## src/rtl/xmit_priority_sched.sv

```systemverilog
// Two-queue transmit scheduler: picks a control word, streams its bytes, then inserts an IFG.
// Define XMIT_STARVE_GUARD_EN to let waiting low-priority frames break long high-priority runs.
module xmit_priority_sched #(
   parameter int unsigned IFG_CYCLES   = 12,
   parameter int unsigned STARVE_LIMIT = 4
) (
   input  logic        clk_sys,
   input  logic        reset,
   input  logic        hi_ctrl_valid,
   input  logic [11:0] hi_len,
   input  logic        lo_ctrl_valid,
   input  logic [11:0] lo_len,
   input  logic        ser_ready,
   output logic        hi_ctrl_pop,
   output logic        lo_ctrl_pop,
   output logic        hi_rd_en,
   output logic        lo_rd_en,
   output logic        sel_hi,
   output logic        tx_sof,
   output logic        tx_eof,
   output logic        busy,
   output logic        zero_len_drop
);

   localparam logic [1:0] IDLE = 2'd0;
   localparam logic [1:0] LOAD = 2'd1;
   localparam logic [1:0] XFER = 2'd2;
   localparam logic [1:0] GAP  = 2'd3;

   localparam logic [7:0] IFG_INIT = 8'(IFG_CYCLES);

   logic [1:0]  state_q, state_d;
   logic        sel_hi_q, sel_hi_d;
   logic [11:0] remain_q, remain_d;
   logic [7:0]  gap_q, gap_d;
   logic        first_q, first_d;
   logic        drop_q, drop_d;
   logic        grant_hi, grant_lo;
   logic        starve_force;
   logic [11:0] load_len;
   logic        byte_ok;

`ifdef XMIT_STARVE_GUARD_EN
   logic [3:0] starve_q, starve_d;

   assign starve_force = lo_ctrl_valid && (starve_q == 4'(STARVE_LIMIT));

   always_comb begin
      starve_d = starve_q;
      if (state_q == IDLE) begin
         if (!lo_ctrl_valid || grant_lo) begin
            starve_d = 4'd0;
         end else if (grant_hi && (starve_q != 4'hF)) begin
            starve_d = starve_q + 4'd1;
         end
      end
   end

   always_ff @(posedge clk_sys) begin
      if (reset) begin
         starve_q <= 4'd0;
      end else begin
         starve_q <= starve_d;
      end
   end
`else
   logic [3:0] unused_starve_limit;

   assign unused_starve_limit = 4'(STARVE_LIMIT);
   assign starve_force        = 1'b0;
`endif

   assign grant_hi = (state_q == IDLE) && hi_ctrl_valid && !starve_force;
   assign grant_lo = (state_q == IDLE) && lo_ctrl_valid && !grant_hi;
   assign load_len = sel_hi_q ? hi_len : lo_len;
   assign byte_ok  = (state_q == XFER) && ser_ready;

   always_comb begin
      state_d  = state_q;
      sel_hi_d = sel_hi_q;
      remain_d = remain_q;
      gap_d    = gap_q;
      first_d  = first_q;
      drop_d   = 1'b0;
      case (state_q)
         IDLE: begin
            if (grant_hi || grant_lo) begin
               state_d  = LOAD;
               sel_hi_d = grant_hi;
            end
         end
         LOAD: begin
            remain_d = load_len;
            first_d  = 1'b1;
            if (load_len == 12'd0) begin
               state_d = IDLE;
               drop_d  = 1'b1;
            end else begin
               state_d = XFER;
            end
         end
         XFER: begin
            // Counter only moves on accepted bytes, so a stalled serializer loses nothing.
            if (ser_ready) begin
               first_d  = 1'b0;
               remain_d = remain_q - 12'd1;
               if (remain_q == 12'd1) begin
                  state_d = GAP;
                  gap_d   = IFG_INIT;
               end
            end
         end
         GAP: begin
            gap_d = gap_q - 8'd1;
            if (gap_q == 8'd1) begin
               state_d = IDLE;
            end
         end
         default: state_d = IDLE;
      endcase
   end

   always_ff @(posedge clk_sys) begin
      if (reset) begin
         state_q  <= IDLE;
         sel_hi_q <= 1'b0;
         remain_q <= 12'd0;
         gap_q    <= 8'd0;
         first_q  <= 1'b0;
         drop_q   <= 1'b0;
      end else begin
         state_q  <= state_d;
         sel_hi_q <= sel_hi_d;
         remain_q <= remain_d;
         gap_q    <= gap_d;
         first_q  <= first_d;
         drop_q   <= drop_d;
      end
   end

   assign hi_ctrl_pop   = (state_q == LOAD) && sel_hi_q;
   assign lo_ctrl_pop   = (state_q == LOAD) && !sel_hi_q;
   assign hi_rd_en      = byte_ok && sel_hi_q;
   assign lo_rd_en      = byte_ok && !sel_hi_q;
   assign tx_sof        = byte_ok && first_q;
   assign tx_eof        = byte_ok && (remain_q == 12'd1);
   assign sel_hi        = sel_hi_q;
   assign busy          = (state_q != IDLE);
   assign zero_len_drop = drop_q;

endmodule

```

## config.mk

```make
export PLATFORM = sky130hd
export DESIGN_NAME = xmit_priority_sched
export DESIGN_NICKNAME = d
export VERILOG_FILES = /design/src/rtl/xmit_priority_sched.sv
export SDC_FILE = /design/constraint.sdc
export NUM_CORES = 1
export LEC_CHECK = 0
export CAP_MARGIN = 20
export CORE_ASPECT_RATIO = 1.1
export CORE_UTILIZATION = 30
export DETAILED_ROUTE_END_ITERATION = 7
export PLACE_DENSITY = 0.64
export SETUP_SLACK_MARGIN = 0.15
export SYNTH_ARGS = -nofsm -noshare
export SYNTH_HDL_FRONTEND = slang
export SYNTH_SLANG_ARGS = --single-unit
```

## constraint.sdc

```tcl
create_clock -name clk_sys -period 5.84 [get_ports clk_sys]
set_clock_uncertainty 0.2 [all_clocks]
set_input_delay 0.876 -clock clk_sys [delete_from_list [all_inputs] [get_ports clk_sys]]
set_output_delay 0.876 -clock clk_sys [all_outputs]
set_load 0.1 [all_outputs]
```

; After elaboration in Yosys (flattened, before gate mapping)
; Cells that the tools add are included.
[totals]
reg_bits = 25
inputBits = 29
elab_cells = 56
[classes]
addsub = 2
n_eq_ne = 9
muxes = 15
bitwise = 1
reduce_logical = 23
[ops]
columns = operator, n
row1 = 12-bit 2-to-1 mux, 2
row2 = 12-bit case mux with 2 select lines, 1
row3 = 8-bit 2-to-1 mux, 2
row4 = 8-bit case mux with 2 select lines, 1
row5 = "12-bit by 1-bit == test with 1-bit output, second input constant", 1
row6 = 12-bit zero test, 1
row7 = "12-bit by 1-bit subtractor with 12-bit output, second input constant", 1
row8 = 1-bit logical AND, 10
row9 = 2-bit 2-to-1 mux, 5
row10 = "8-bit by 1-bit == test with 1-bit output, second input constant", 1
row11 = 2-bit case mux with 4 select lines, 1
row12 = "8-bit by 1-bit subtractor with 8-bit output, second input constant", 1
row13 = 2-bit nonzero test, 3
row14 = "2-bit == test, second input constant", 2
row15 = "2-bit by 1-bit inequality test with 1-bit output, second input constant", 2
row16 = "2-bit inequality test, second input constant", 2
row17 = 2-bit AND reduction, 2
row18 = 4-bit AND reduction, 1
row19 = 3-bit AND reduction, 1
row20 = "2-bit by 1-bit == test with 1-bit output, second input constant", 1
row21 = 1-bit zero test, 2
row22 = 2-bit zero test, 1
row23 = 1-bit 2-to-1 mux, 2
row24 = 1-bit case mux with 2 select lines, 1
row25 = other kinds (3), 3

; Depth between registers and ports, before layout
; Gate-level depths: netlist of the first run.
[logic_depth]
word_depth = 7
ltp_mapped = 6
mapped_depth_nobuf = 6

; Worst setup path before layout of the first run
; Ideal clock, no wire load.
[synth_path]
path_type = register -> output
start = register sel_hi_q (netlist: sel_hi)
end = output lo_ctrl_pop
arrival_time_ns = 2.543
required_time_ns = 4.764
path_slack_ns = 2.221
path_stages_with_launch = 4
n_path_buf = 2
cell_sequence = dfxtp_1 -> clkbuf_1 -> buf_1 -> nor2_1
[synth_between]
elab_chain_len = 2
[synth_lines]
columns = element, line_no
row1 = from (decl), 33  ; logic sel_hi_q, sel_hi_d;
row2 = from (signal assigned), 133  ; sel_hi_q <= sel_hi_d;
row3 = 1-bit zero test, 142  ; assign lo_ctrl_pop = (state_q == LOAD) && !sel_hi_q;
row4 = 1-bit logical AND, 142
row5 = to (decl), 15  ; output logic lo_ctrl_pop,
; No other way between the ends.

; Worst setup path in the final report of the first run
[layout_path]
start = input ser_ready
end = output tx_eof
[layout_between]
elab_chain_len = 2
[layout_lines]
columns = element, line_no
row1 = from (decl), 13  ; input logic ser_ready,
row2 = 1-bit logical AND, 76  ; assign byte_ok = (state_q == XFER) && ser_ready;
row3 = 1-bit logical AND, 146  ; assign tx_eof = byte_ok && (remain_q == 12'd1);
row4 = to (decl), 20  ; output logic tx_eof,
; No other way between the ends.

==> metrics.log, run 1 <==
INFO  metric outcome = finished clean
INFO  metric post-synth-top-area-fraction = about 30%
INFO  metric setup_slack_after_placement = around 1.5 ns
INFO  metric synth.net_count = ~240
INFO  metric number_of_buffers_created_by_cts = 3
INFO  metric initial_utilization = 31.2%
INFO  metric gpl.final_weighted_congestion = between 0.8 and 0.9
INFO  metric startpoint_type = primary input
INFO  metric cts_tree = done
INFO  metric ctsHtreeMaxLevel = 1
INFO  metric dieArea = just under 6000 um2
INFO  metric final_cells = approximately 310
INFO  metric timing.final.setup_violations = 0
INFO  metric dp_hpwl = ~3.3 mm
INFO  metric drive_gt1_share = around 5.9%
INFO  metric grt_antenna_before_repair = 0
INFO  metric synth_edf_count = 0
INFO  metric drtPass1Iterations = 4
INFO  metric clk_pin_slew = roughly 0.10 ns
INFO  metric route.detailed.vias_per_inst = ~5.4
INFO  metric cts_max_path_buffers = 2
INFO  metric critical_path_class = primary input to output pin
INFO  metric design.final.nets = between 200 and 300
INFO  metric cp-end-kind = output pin
INFO  metric portBuffers = 37
INFO  metric timing.final.max_slew_violations = 0
INFO  metric vdd_drop_max = ~0.00017 V
INFO  metric synth_fa_ha_area_share = 2.98%
INFO  metric synthMostInstantiatedCell = sky130_fd_sc_hd__dfxtp_1
INFO  metric slew_headroom = between 30% and 40%
INFO  metric timing_worst_slew_pin_value = 0.971 ns
INFO  metric synth_mux_area_share = 8.48%
INFO  metric core = around 5400 um2
INFO  metric cts-hold-fix-buffers = 0
INFO  metric first_global_vias = about 1500
INFO  metric timing.critical_path.cells = clkdlybuf4s50_1, and3b_1, nand4_1, inv_1, clkdlybuf4s50_1
INFO  metric largest_family_of_logic_cells_by_synthesized_area = simple AND/OR/NAND/NOR gates
INFO  metric drt-wirelength-per-cell = between 10 and 15 um
INFO  metric ys_warn_count = 0
INFO  metric hold_path_class = flop to flop
INFO  metric avgSynthCellArea = between 8 and 9 um2
INFO  metric synth.distinct_cells = 49
INFO  metric synth_common_cells = 25 x sky130_fd_sc_hd__dfxtp_1, 16 x sky130_fd_sc_hd__nor2_1, 15 x sky130_fd_sc_hd__nand2_1
INFO  metric synth_area_leader_cell = sky130_fd_sc_hd__dfxtp_1
INFO  metric n_antenna_cell = 0
INFO  metric first_pass_grt_wire_length = 7.45 mm
INFO  metric cts.sink_count = 25
INFO  metric die-width = about 73 um
INFO  metric dominant_cells_by_area_after_synthesis = sky130_fd_sc_hd__dfxtp_1 30%, sky130_fd_sc_hd__mux2i_1 7.1%, sky130_fd_sc_hd__nand2b_1 3.7%, sky130_fd_sc_hd__o21ai_0 3.6%, sky130_fd_sc_hd__nor2_1 3.6%
INFO  metric rows = 28
INFO  metric synth.yosys.seq_area_share = roughly 30%
INFO  metric clock_tree.root_cell = sky130_fd_sc_hd__clkbuf_8
INFO  metric cts_setup_buffers = 0
INFO  metric synthesis.area = 1680 um2
INFO  metric cell_with_the_largest_stage_delay_on_the_worst_path = sky130_fd_sc_hd__clkdlybuf4s50_1
INFO  metric hold_viol_final = 0
INFO  metric ys.flop_type = sky130_fd_sc_hd__dfxtp_1
INFO  metric setup-tns-final = 0 ns
INFO  metric ys_seq_elements = 25
INFO  metric maxCapViolations = 0
INFO  metric groute.usage.overall = 16.1%
INFO  metric top_level_ports = 38
INFO  metric critPathMaxStageDelay = around 1.1 ns
INFO  metric synth_compound_area_share = 22.4%
INFO  metric yosys.area_share.simple = approximately a third
INFO  metric areaGrowthSynthToFinish = 27.9%
INFO  metric leakage_power = 0.000754 uW
INFO  metric worstPathBufferInverterCount = 3
INFO  metric cp.arrival = between 3 and 4 ns
INFO  metric worstPathRequired = approximately 4.8 ns
INFO  metric path_common_cell = sky130_fd_sc_hd__clkdlybuf4s50_1
INFO  metric remaining_drc_errors = 0
INFO  metric post_cts_resized = 0
INFO  metric worst_skew_pair.late_latency = approximately 0.28 ns
INFO  metric detailedRoute.firstIterationViolations = between 100 and 150
INFO  metric fp.dieH = 80.5 um
INFO  metric dp_cells = 310
INFO  metric finalWorstPathRequiredPeriod = around 4.4 ns
INFO  metric grt_max_degree = 22
INFO  metric power.density = 336 nW/um2
INFO  metric post-route-period-util = 74.9%
INFO  metric rsz0062_at_grt = false
INFO  metric max_freq = 229 MHz
INFO  metric cp_max_fo = 7
INFO  metric postLayoutSetupSlackWorst = 1.46 ns
INFO  metric grt_overflow = 0
INFO  metric cp_top_family = buffers and inverters
INFO  metric synthesis.instances = 209
INFO  metric route.vias.total = 1705
INFO  metric synth-async-reset-ratio = 0%
INFO  metric postLayoutCoreUtil = roughly two fifths
INFO  metric post_synth_xor_area_fraction = 0%
INFO  metric detail_route.wirelength = ~4.5 mm
INFO  metric final_antenna_net_count = 0
-- layout by cell type, fill, tap and decap left out, types with 3 or more instances in the layout --
cell type / netlist / layout
sky130_fd_sc_hd__a32o_1: 4 / 4
sky130_fd_sc_hd__a21oi_1: 11 / 11
sky130_fd_sc_hd__nand3_1: 6 / 6
sky130_fd_sc_hd__o21ai_0: 12 / 12
sky130_fd_sc_hd__ha_1: 4 / 4
sky130_fd_sc_hd__inv_1: 9 / 9
sky130_fd_sc_hd__clkbuf_8: 0 / 3
sky130_fd_sc_hd__dfxtp_1: 25 / 25
sky130_fd_sc_hd__a31oi_1: 4 / 4
sky130_fd_sc_hd__nor2b_1: 4 / 4
sky130_fd_sc_hd__nor4_1: 7 / 7
sky130_fd_sc_hd__or3_1: 3 / 3
sky130_fd_sc_hd__nand2b_1: 10 / 10
sky130_fd_sc_hd__clkdlybuf4s50_1: 0 / 37
sky130_fd_sc_hd__mux2i_1: 12 / 12
sky130_fd_sc_hd__nand2_1: 15 / 15
sky130_fd_sc_hd__a211oi_1: 3 / 3
sky130_fd_sc_hd__nor3_1: 9 / 9
sky130_fd_sc_hd__nor2_1: 16 / 16
sky130_fd_sc_hd__and2_1: 4 / 4
sky130_fd_sc_hd__nand4_1: 5 / 5
-- path summary, 6_finish.rpt --
path / depth (start not counted) / from / slack (ns) / endpoint
setup / recovery: 5 / ser_ready / 1.46 / tx_eof
hold / removal: 2 / gap_q[5]$_SDFFE_PP0P_ / 0.27 / gap_q[5]$_SDFFE_PP0P_
setup reg to reg: 4 / remain_q[3]$_SDFFE_PP0P_ / 3.60 / gap_q[2]$_SDFFE_PP0P_
hold reg to reg: 2 / gap_q[5]$_SDFFE_PP0P_ / 0.27 / gap_q[5]$_SDFFE_PP0P_
-- metrics by stage --
step / cell area, um2 / total power, uW / hold slack, ns
2_1_floorplan: 1680 / 518 / 0.237
3_3_place_gp: 2100 / 612 / 0.249
5_1_grt: 2150 / 772 / 0.288
3_5_place_dp: 2100 / 613 / 0.263
4_1_cts: 2150 / 723 / 0.277
6_report: 2150 / 723 / 0.269
-- routing by layer --
layer  up-vias  wire length, um  GRT usage (%)
met1       805             2130           21.9
met4         0               63           5.00
li1        848                -              -
met5         -                0              0
met3         7              176           2.01
met2        45             2160           26.4
-- tightest hold or removal path, cell delays in order (launching register included) --
cell	delay (ns)
sky130_fd_sc_hd__dfxtp_1	0.32
sky130_fd_sc_hd__nand2_1	0.05
sky130_fd_sc_hd__mux2i_1	0.05
-- registers in the layout (all words and copies together) (netlist names), named ones only --
signal and cells:
first_q 1, gap_q 8, remain_q 12, sel_hi 1, state_q 1, zero_len_drop 1
-- power by group --
part           internal [uW]  switching [uW]  leakage (uW)  total [uW]
Combinational            135             219      0.000524         354
Clock                   48.0            61.3     0.0000255         109
Sequential               203            56.8      0.000205         260
-- logic make-up (layout without fill, tap and decap cells) --
kind of cell	after synthesis	after routing
AND/OR/NAND/NOR	94	94
AO/OA/AOI/OAI	52	52
flip-flops	25	25
buffers and inverters	20	50
multiplexers	14	14
adder cells (fa/ha/maj)	4	4
-- cell type report --
cell class                 instances  area [um2]
clock buffer                       3        41.3
timing repair buffer              37         370
inverter                           9        33.8
clock inverter                     1        5.00
tap                               75        93.8
multi-input combinational        164        1110
sequential                        25         500
fill                             572        3240
Note: power is estimated with default switching activity, not from simulation.
==> inputs of run 2 (changes only) <==
clock period = 4.2 ns   (was 5.84 ns; I/O delays follow)
==> metrics.log, run 2 (synthesized netlist as in run 1, its figures left out) <==
INFO  metric cts_setup_buffers = 0 (unchanged)
INFO  metric drive_gt1_share = 8.30% (was 5.86%)
INFO  metric post-route-period-util = between 70% and 80%
INFO  metric finalWorstPathRequiredPeriod = approximately 3.2 ns
INFO  metric worst_skew_pair.late_latency = 0.28 ns (about the same)
INFO  metric ctsHtreeMaxLevel = 1 (unchanged)
INFO  metric cp_max_fo = 13 (was 7)
INFO  metric initial_utilization = 31.2% (unchanged)
INFO  metric leakage_power = 0.000771 uW (was 0.000754 uW)
INFO  metric slew_headroom = 35.0% (about the same)
INFO  metric cts_tree = done (unchanged)
INFO  metric fillers = 602 (was 572)
INFO  metric drt-wirelength-per-cell = 14.1 um (was 14.4 um)
INFO  metric design.final.nets = 275 (was 273)
INFO  metric groute.usage.overall = 16.5% (was 16.1%)
INFO  metric top_level_ports = 38 (unchanged)
INFO  metric met2_usage = 27.5% (was 26.4%)
INFO  metric rsz0062_at_grt = false (unchanged)
INFO  metric flip_flop_count_of_the_largest_register_all_copies_and_words_added = 12 (unchanged)
INFO  metric rows = 28 (unchanged)
INFO  metric dp_hpwl = 3.41 mm (was 3.34 mm)
INFO  metric first_pass_grt_wire_length = 7.65 mm (was 7.45 mm)
INFO  metric timing.final.max_slew_violations = 0 (unchanged)
INFO  metric post_cts_resized = 0 (unchanged)
INFO  metric vdd_drop_max = 0.000316 V (was 0.000166 V)
INFO  metric use_met3 = 1.88% (was 2.01%)
INFO  metric final-seq-area = 500 um2 (unchanged)
INFO  metric cp.arrival = 2.33 ns (was 3.30 ns)
INFO  metric gpl.final_weighted_congestion = 0.807 (was 0.820)
INFO  metric clock_tree.root_cell = sky130_fd_sc_hd__clkbuf_8 (unchanged)
INFO  metric critical_path_class = flop to output pin (was primary input to output pin)
INFO  metric timing.final.setup_violations = 0 (unchanged)
INFO  metric first_global_vias = 1610 (was 1531)
INFO  metric hold_path_class = flop to flop (unchanged)
INFO  metric die-width = 73.4 um (unchanged)
INFO  metric cts.sink_count = 25 (unchanged)
INFO  metric final_antenna_net_count = 0 (unchanged)
INFO  metric grt_overflow = 0 (unchanged)
INFO  metric grt.met1_usage = 22.5% (was 21.9%)
INFO  metric cts-hold-fix-buffers = 0 (unchanged)
INFO  metric layout.cells.most_common_list = 32 x sky130_fd_sc_hd__clkdlybuf4s50_1, 25 x sky130_fd_sc_hd__dfxtp_1, 16 x sky130_fd_sc_hd__nor2_1 (was 37 x sky130_fd_sc_hd__clkdlybuf4s50_1, 25 x sky130_fd_sc_hd__dfxtp_1, 16 x sky130_fd_sc_hd__nor2_1)
INFO  metric route.vias.total = 1678 (was 1705)
INFO  metric top_register = remain_q (unchanged)
INFO  metric max_freq = between 300 and 400 MHz
INFO  metric cts_max_path_buffers = 2 (unchanged)
INFO  metric clk_pin_slew = 0.09 ns (was 0.10 ns)
INFO  metric postLayoutCoreUtil = 39.9% (about the same)
INFO  metric drtPass1Iterations = 4 (unchanged)
INFO  metric grt_antenna_before_repair = 0 (unchanged)
INFO  metric global_route.peak_usage_layer = met2 (unchanged)
INFO  metric number_of_buffers_created_by_cts = 3 (unchanged)
INFO  metric worstPathRequired = 3.37 ns (was 4.76 ns)
INFO  metric grt_max_degree = 20 (was 22)
INFO  metric commonest_non_fill_non_tap_cell_in_the_layout = sky130_fd_sc_hd__clkdlybuf4s50_1 (unchanged)
INFO  metric critPathMaxStageDelay = 1.14 ns (was 1.12 ns)
INFO  metric dieArea = 5910 um2 (unchanged)
INFO  metric route.detailed.vias_per_inst = 5.31 (was 5.43)
INFO  metric power.density = 464 nW/um2 (was 336 nW/um2)
INFO  metric timing.critical_path.cells = nand2b_1, nor2_1, clkdlybuf4s50_1 (was clkdlybuf4s50_1, and3b_1, nand4_1, inv_1, clkdlybuf4s50_1)
INFO  metric top_registers = remain_q x12, gap_q x8 (unchanged)
INFO  metric detailedRoute.firstIterationViolations = 87 (was 101)
INFO  metric areaGrowthSynthToFinish = 28.0% (was 27.9%)
INFO  metric cp-end-kind = output pin (unchanged)
INFO  metric portBuffers = 37 (unchanged)
INFO  metric setup-tns-final = 0 ns (unchanged)
INFO  metric fp.dieH = 80.5 um (unchanged)
INFO  metric core = 5400 um2 (unchanged)
INFO  metric hold_viol_final = 0 (unchanged)
INFO  metric n_antenna_cell = 0 (unchanged)
INFO  metric maxCapViolations = 0 (unchanged)
INFO  metric startpoint_type = flop (was primary input)
INFO  metric multiInputGateArea = 1110 um2 (unchanged)
INFO  metric timing_worst_slew_pin_value = 0.972 ns (was 0.971 ns)
INFO  metric outcome = finished clean (unchanged)
INFO  metric detail_route.wirelength = 4.45 mm (was 4.52 mm)
INFO  metric remaining_drc_errors = 0 (unchanged)
INFO  metric cell_with_the_largest_stage_delay_on_the_worst_path = sky130_fd_sc_hd__clkdlybuf4s50_1 (unchanged)
## run 2: layout make-up
type | instances | share of cell area (%)
inverter | 9 | 1.57
clock buffer | 4 | 2.09
timing repair buffer | 39 | 17.3
tap | 75 | 4.36
multi-input combinational | 164 | 51.4
sequential | 25 | 23.3
## run 2: layer usage
metal	up-vias	wire [um]	part of all wire, %
met3	5	134	3.0
li1	849	-	-
met2	34	2080	47
met5	-	0	0
met1	790	2190	49
met4	0	44	0.99
## run 2: worst paths after layout
kind / end / depth (start not counted) / startpoint / slack [ns]
worst max register to register: gap_q[3]$_SDFFE_PP0P_ / 4 / remain_q[3]$_SDFFE_PP0P_ / 1.94
worst min register to register: gap_q[5]$_SDFFE_PP0P_ / 2 / gap_q[5]$_SDFFE_PP0P_ / 0.27
worst max-delay path: lo_ctrl_pop / 3 / state_q[0]$_SDFFE_PP0P_ / 1.04
worst min-delay path: gap_q[5]$_SDFFE_PP0P_ / 2 / gap_q[5]$_SDFFE_PP0P_ / 0.27
## run 2: worst max-delay path, delay by kind of cell, from the launching register on
family | cells | cell delay [ns]
simple gates | 2 | 0.32
flops | 1 | 0.59
buf+inv | 1 | 1.14
## run 2: where the power goes
| group | total (uW) | internal, uW | switching [uW] |
|---|---|---|---|
| Sequential | 350 | 283 | 67.1 |
| Clock | 150 | 68.1 | 81.5 |
| Combinational | 499 | 189 | 310 |
| Total | 999 | 540 | 459 |
## run 2: metrics by stage
step	cells	cell area, um2	hold slack, ns	total power, uW	worst slack [ns]
after CTS	316	2150	0.275	1000	1.03
after global placement	312	2110	0.252	849	1.18
final	316	2150	0.269	999	1.04
after global routing	316	2150	0.310	1070	0.891
after floorplan	209	1680	0.237	720	0.827
after detailed placement	312	2110	0.263	854	1.15
==> inputs of run 3 (changes only) <==
clock period = 3.3 ns   (was 4.2 ns; I/O delays follow)
==> metrics.log, run 3 (synthesized netlist as in run 1, its figures left out) <==
INFO  metric startpoint_type = primary input (was flop)
INFO  metric drtPass1Iterations = 5 (was 4)
INFO  metric core = 5400 um2 (unchanged)
INFO  metric fp.dieH = 80.5 um (unchanged)
INFO  metric portBuffers = 37 (unchanged)
INFO  metric cts_setup_buffers = 0 (unchanged)
INFO  metric hold_viol_final = 0 (unchanged)
INFO  metric hold_path_class = flop to flop (unchanged)
INFO  metric leakage_power = 0.000798 uW (was 0.000771 uW)
INFO  metric timing.reg2reg.setup_slack = 1.05 ns (was 1.94 ns)
INFO  metric final_antenna_net_count = 0 (unchanged)
INFO  metric remaining_drc_errors = 0 (unchanged)
INFO  metric worstPathRequired = 2.60 ns (was 3.37 ns)
INFO  metric cts-hold-fix-buffers = 0 (unchanged)
INFO  metric dp_hpwl = 3.40 mm (was 3.41 mm)
INFO  metric cp.arrival = 2.02 ns (was 2.33 ns)
INFO  metric min_delay_endpoint = gap_q[5]$_SDFFE_PP0P_ (unchanged)
INFO  metric rsz0062_at_grt = false (unchanged)
INFO  metric flip_flop_count_of_the_largest_register_all_copies_and_words_added = 12 (unchanged)
INFO  metric grt_antenna_before_repair = 0 (unchanged)
INFO  metric timing.critical_path.cells = clkdlybuf4s50_1, and3b_1, nand4_1, inv_1, buf_12 (was nand2b_1, nor2_1, clkdlybuf4s50_1)
INFO  metric n_antenna_cell = 0 (unchanged)
INFO  metric detail_route.wirelength = 4.47 mm (was 4.45 mm)
INFO  metric final-seq-area = 500 um2 (unchanged)
INFO  metric initial_utilization = 31.2% (unchanged)
INFO  metric outcome = finished clean (unchanged)
INFO  metric fillers = 589 (was 602)
INFO  metric top_register = remain_q (unchanged)
INFO  metric grt_overflow = 0 (unchanged)
INFO  metric dieArea = 5910 um2 (unchanged)
INFO  metric timing.final.max_slew_violations = 0 (unchanged)
INFO  metric clock_tree.root_cell = sky130_fd_sc_hd__clkbuf_8 (unchanged)
INFO  metric number_of_buffers_created_by_cts = 3 (unchanged)
INFO  metric drive_gt1_share = 11.6% (was 8.30%)
INFO  metric final_cells = 317 (was 316)
INFO  metric critPathMaxStageDelay = 0.64 ns (was 1.14 ns)
INFO  metric cts.sink_count = 25 (unchanged)
INFO  metric route.vias.total = 1689 (was 1678)
INFO  metric top_level_ports = 38 (unchanged)
INFO  metric rr_worst_depth = 4 (unchanged)
INFO  metric min-delay-start = gap_q[5]$_SDFFE_PP0P_ (unchanged)
INFO  metric first_pass_grt_wire_length = 7.67 mm (was 7.65 mm)
INFO  metric min_path_cells = 2 (unchanged)
INFO  metric cp_max_fo = 7 (was 13)
INFO  metric worst_skew_pair.late_latency = 0.28 ns (about the same)
INFO  metric setup-tns-final = 0 ns (unchanged)
INFO  metric vdd_drop_max = 0.000381 V (was 0.000316 V)
INFO  metric crit-reg2reg-capture = remain_q[2]$_SDFFE_PP0P_ (was gap_q[3]$_SDFFE_PP0P_)
INFO  metric rows = 28 (unchanged)
INFO  metric grt_max_degree = 22 (was 20)
INFO  metric gpl.final_weighted_congestion = 0.845 (was 0.807)
INFO  metric finalWorstPathRequiredPeriod = approximately 2.7 ns
INFO  metric maxCapViolations = 0 (unchanged)
INFO  metric post_cts_resized = 0 (unchanged)
INFO  metric die-width = 73.4 um (unchanged)
INFO  metric areaGrowthSynthToFinish = 31.3% (was 28.0%)
INFO  metric first_global_vias = 1602 (was 1610)
INFO  metric timing.final.setup_violations = 0 (unchanged)
INFO  metric critical_path.startpoint = ser_ready (was state_q[0]$_SDFFE_PP0P_)
INFO  metric drt-wirelength-per-cell = 14.1 um (about the same)
INFO  metric cell_with_the_largest_stage_delay_on_the_worst_path = sky130_fd_sc_hd__clkdlybuf4s50_1 (unchanged)
INFO  metric cts_tree = done (unchanged)
INFO  metric max_freq = between 300 and 400 MHz
INFO  metric top_registers = remain_q x12, gap_q x8 (unchanged)
INFO  metric dp_cells = 313 (was 312)
INFO  metric cts_max_path_buffers = 2 (unchanged)
INFO  metric ctsHtreeMaxLevel = 1 (unchanged)
INFO  metric critical_path_class = primary input to output pin (was flop to output pin)
INFO  metric design.final.nets = 276 (was 275)
INFO  metric layout.cells.most_common_list = 28 x sky130_fd_sc_hd__clkdlybuf4s50_1, 25 x sky130_fd_sc_hd__dfxtp_1, 16 x sky130_fd_sc_hd__nor2_1 (was 32 x sky130_fd_sc_hd__clkdlybuf4s50_1, 25 x sky130_fd_sc_hd__dfxtp_1, 16 x sky130_fd_sc_hd__nor2_1)
INFO  metric route.detailed.vias_per_inst = 5.33 (was 5.31)
INFO  metric detailedRoute.firstIterationViolations = 65 (was 87)
INFO  metric commonest_non_fill_non_tap_cell_in_the_layout = sky130_fd_sc_hd__clkdlybuf4s50_1 (unchanged)
INFO  metric clk_pin_slew = 0.10 ns (was 0.09 ns)
INFO  metric groute.usage.overall = 16.6% (was 16.5%)
INFO  metric cp-end-kind = output pin (unchanged)
INFO  metric power.density = 587 nW/um2 (was 464 nW/um2)
INFO  metric post-route-period-util = between 80% and 90%
INFO  metric slew_headroom = 45.2% (was 35.0%)
INFO  metric multiInputGateArea = 1110 um2 (about the same)
INFO  metric timing_worst_slew_pin_value = 0.820 ns (was 0.972 ns)
[run 3: cell count changes in the layout (fill, tap and decap cells not counted), sizes merged]
cell           change
clkdlybuf4s50      -4
inv                +1
buf                +5
clkbuf             -1
[run 3: routing by layer]
layer / vias to the layer above / track usage [%] / wire [um]
met4: 0 / 3.08 / 45
met3: 6 / 3.26 / 138
met5: - / 0 / 0
met2: 31 / 28.2 / 2190
met1: 797 / 21.7 / 2090
li1: 855 / - / -
[run 3: where the power goes]
group          total, uW  switching, uW  internal, uW
clock network        199            111          88.7
logic                637            384           253
registers            460            100           360
[run 3: worst max-delay path by stage]
stage	endpoint	slack (ns)
6_report	tx_eof	0.58
5_1_grt	tx_eof	0.42
4_1_cts	tx_eof	0.58
3_5_place_dp	tx_eof	0.59
3_3_place_gp	tx_eof	0.62
2_1_floorplan	lo_ctrl_pop	0.06
[run 3: final cells by class]
cell class | count | share of cell area (%)
Multi-Input combinational cell | 164 | 50.2
Tap cell | 75 | 4.25
Sequential cell | 25 | 22.7
Clock inverter | 1 | 0.397
Timing Repair Buffer | 40 | 19.0
Clock buffer | 3 | 1.87
Inverter | 9 | 1.53
[run 3: stage by stage]
| step | total power, uW | utilization [%] | setup slack [ns] | hold WS (ns) | cell area (um2) |
|---|---|---|---|---|---|
| 5_1_grt | 1400 | 40.9 | 0.419 | 0.303 | 2210 |
| 2_1_floorplan | 916 | - | 0.0621 | 0.237 | 1680 |
| 6_report | 1300 | 40.9 | 0.584 | 0.267 | 2210 |
| 3_3_place_gp | 1100 | 40.0 | 0.616 | 0.248 | 2160 |
| 4_1_cts | 1300 | 40.9 | 0.585 | 0.271 | 2210 |
| 3_5_place_dp | 1100 | 40.0 | 0.586 | 0.255 | 2160 |
[run 3: critical path: cells and delay by family]
kind | cells | cell delay [ns]
and+or+nand+nor | 2 | 0.55
buffers and inverters | 3 | 0.97
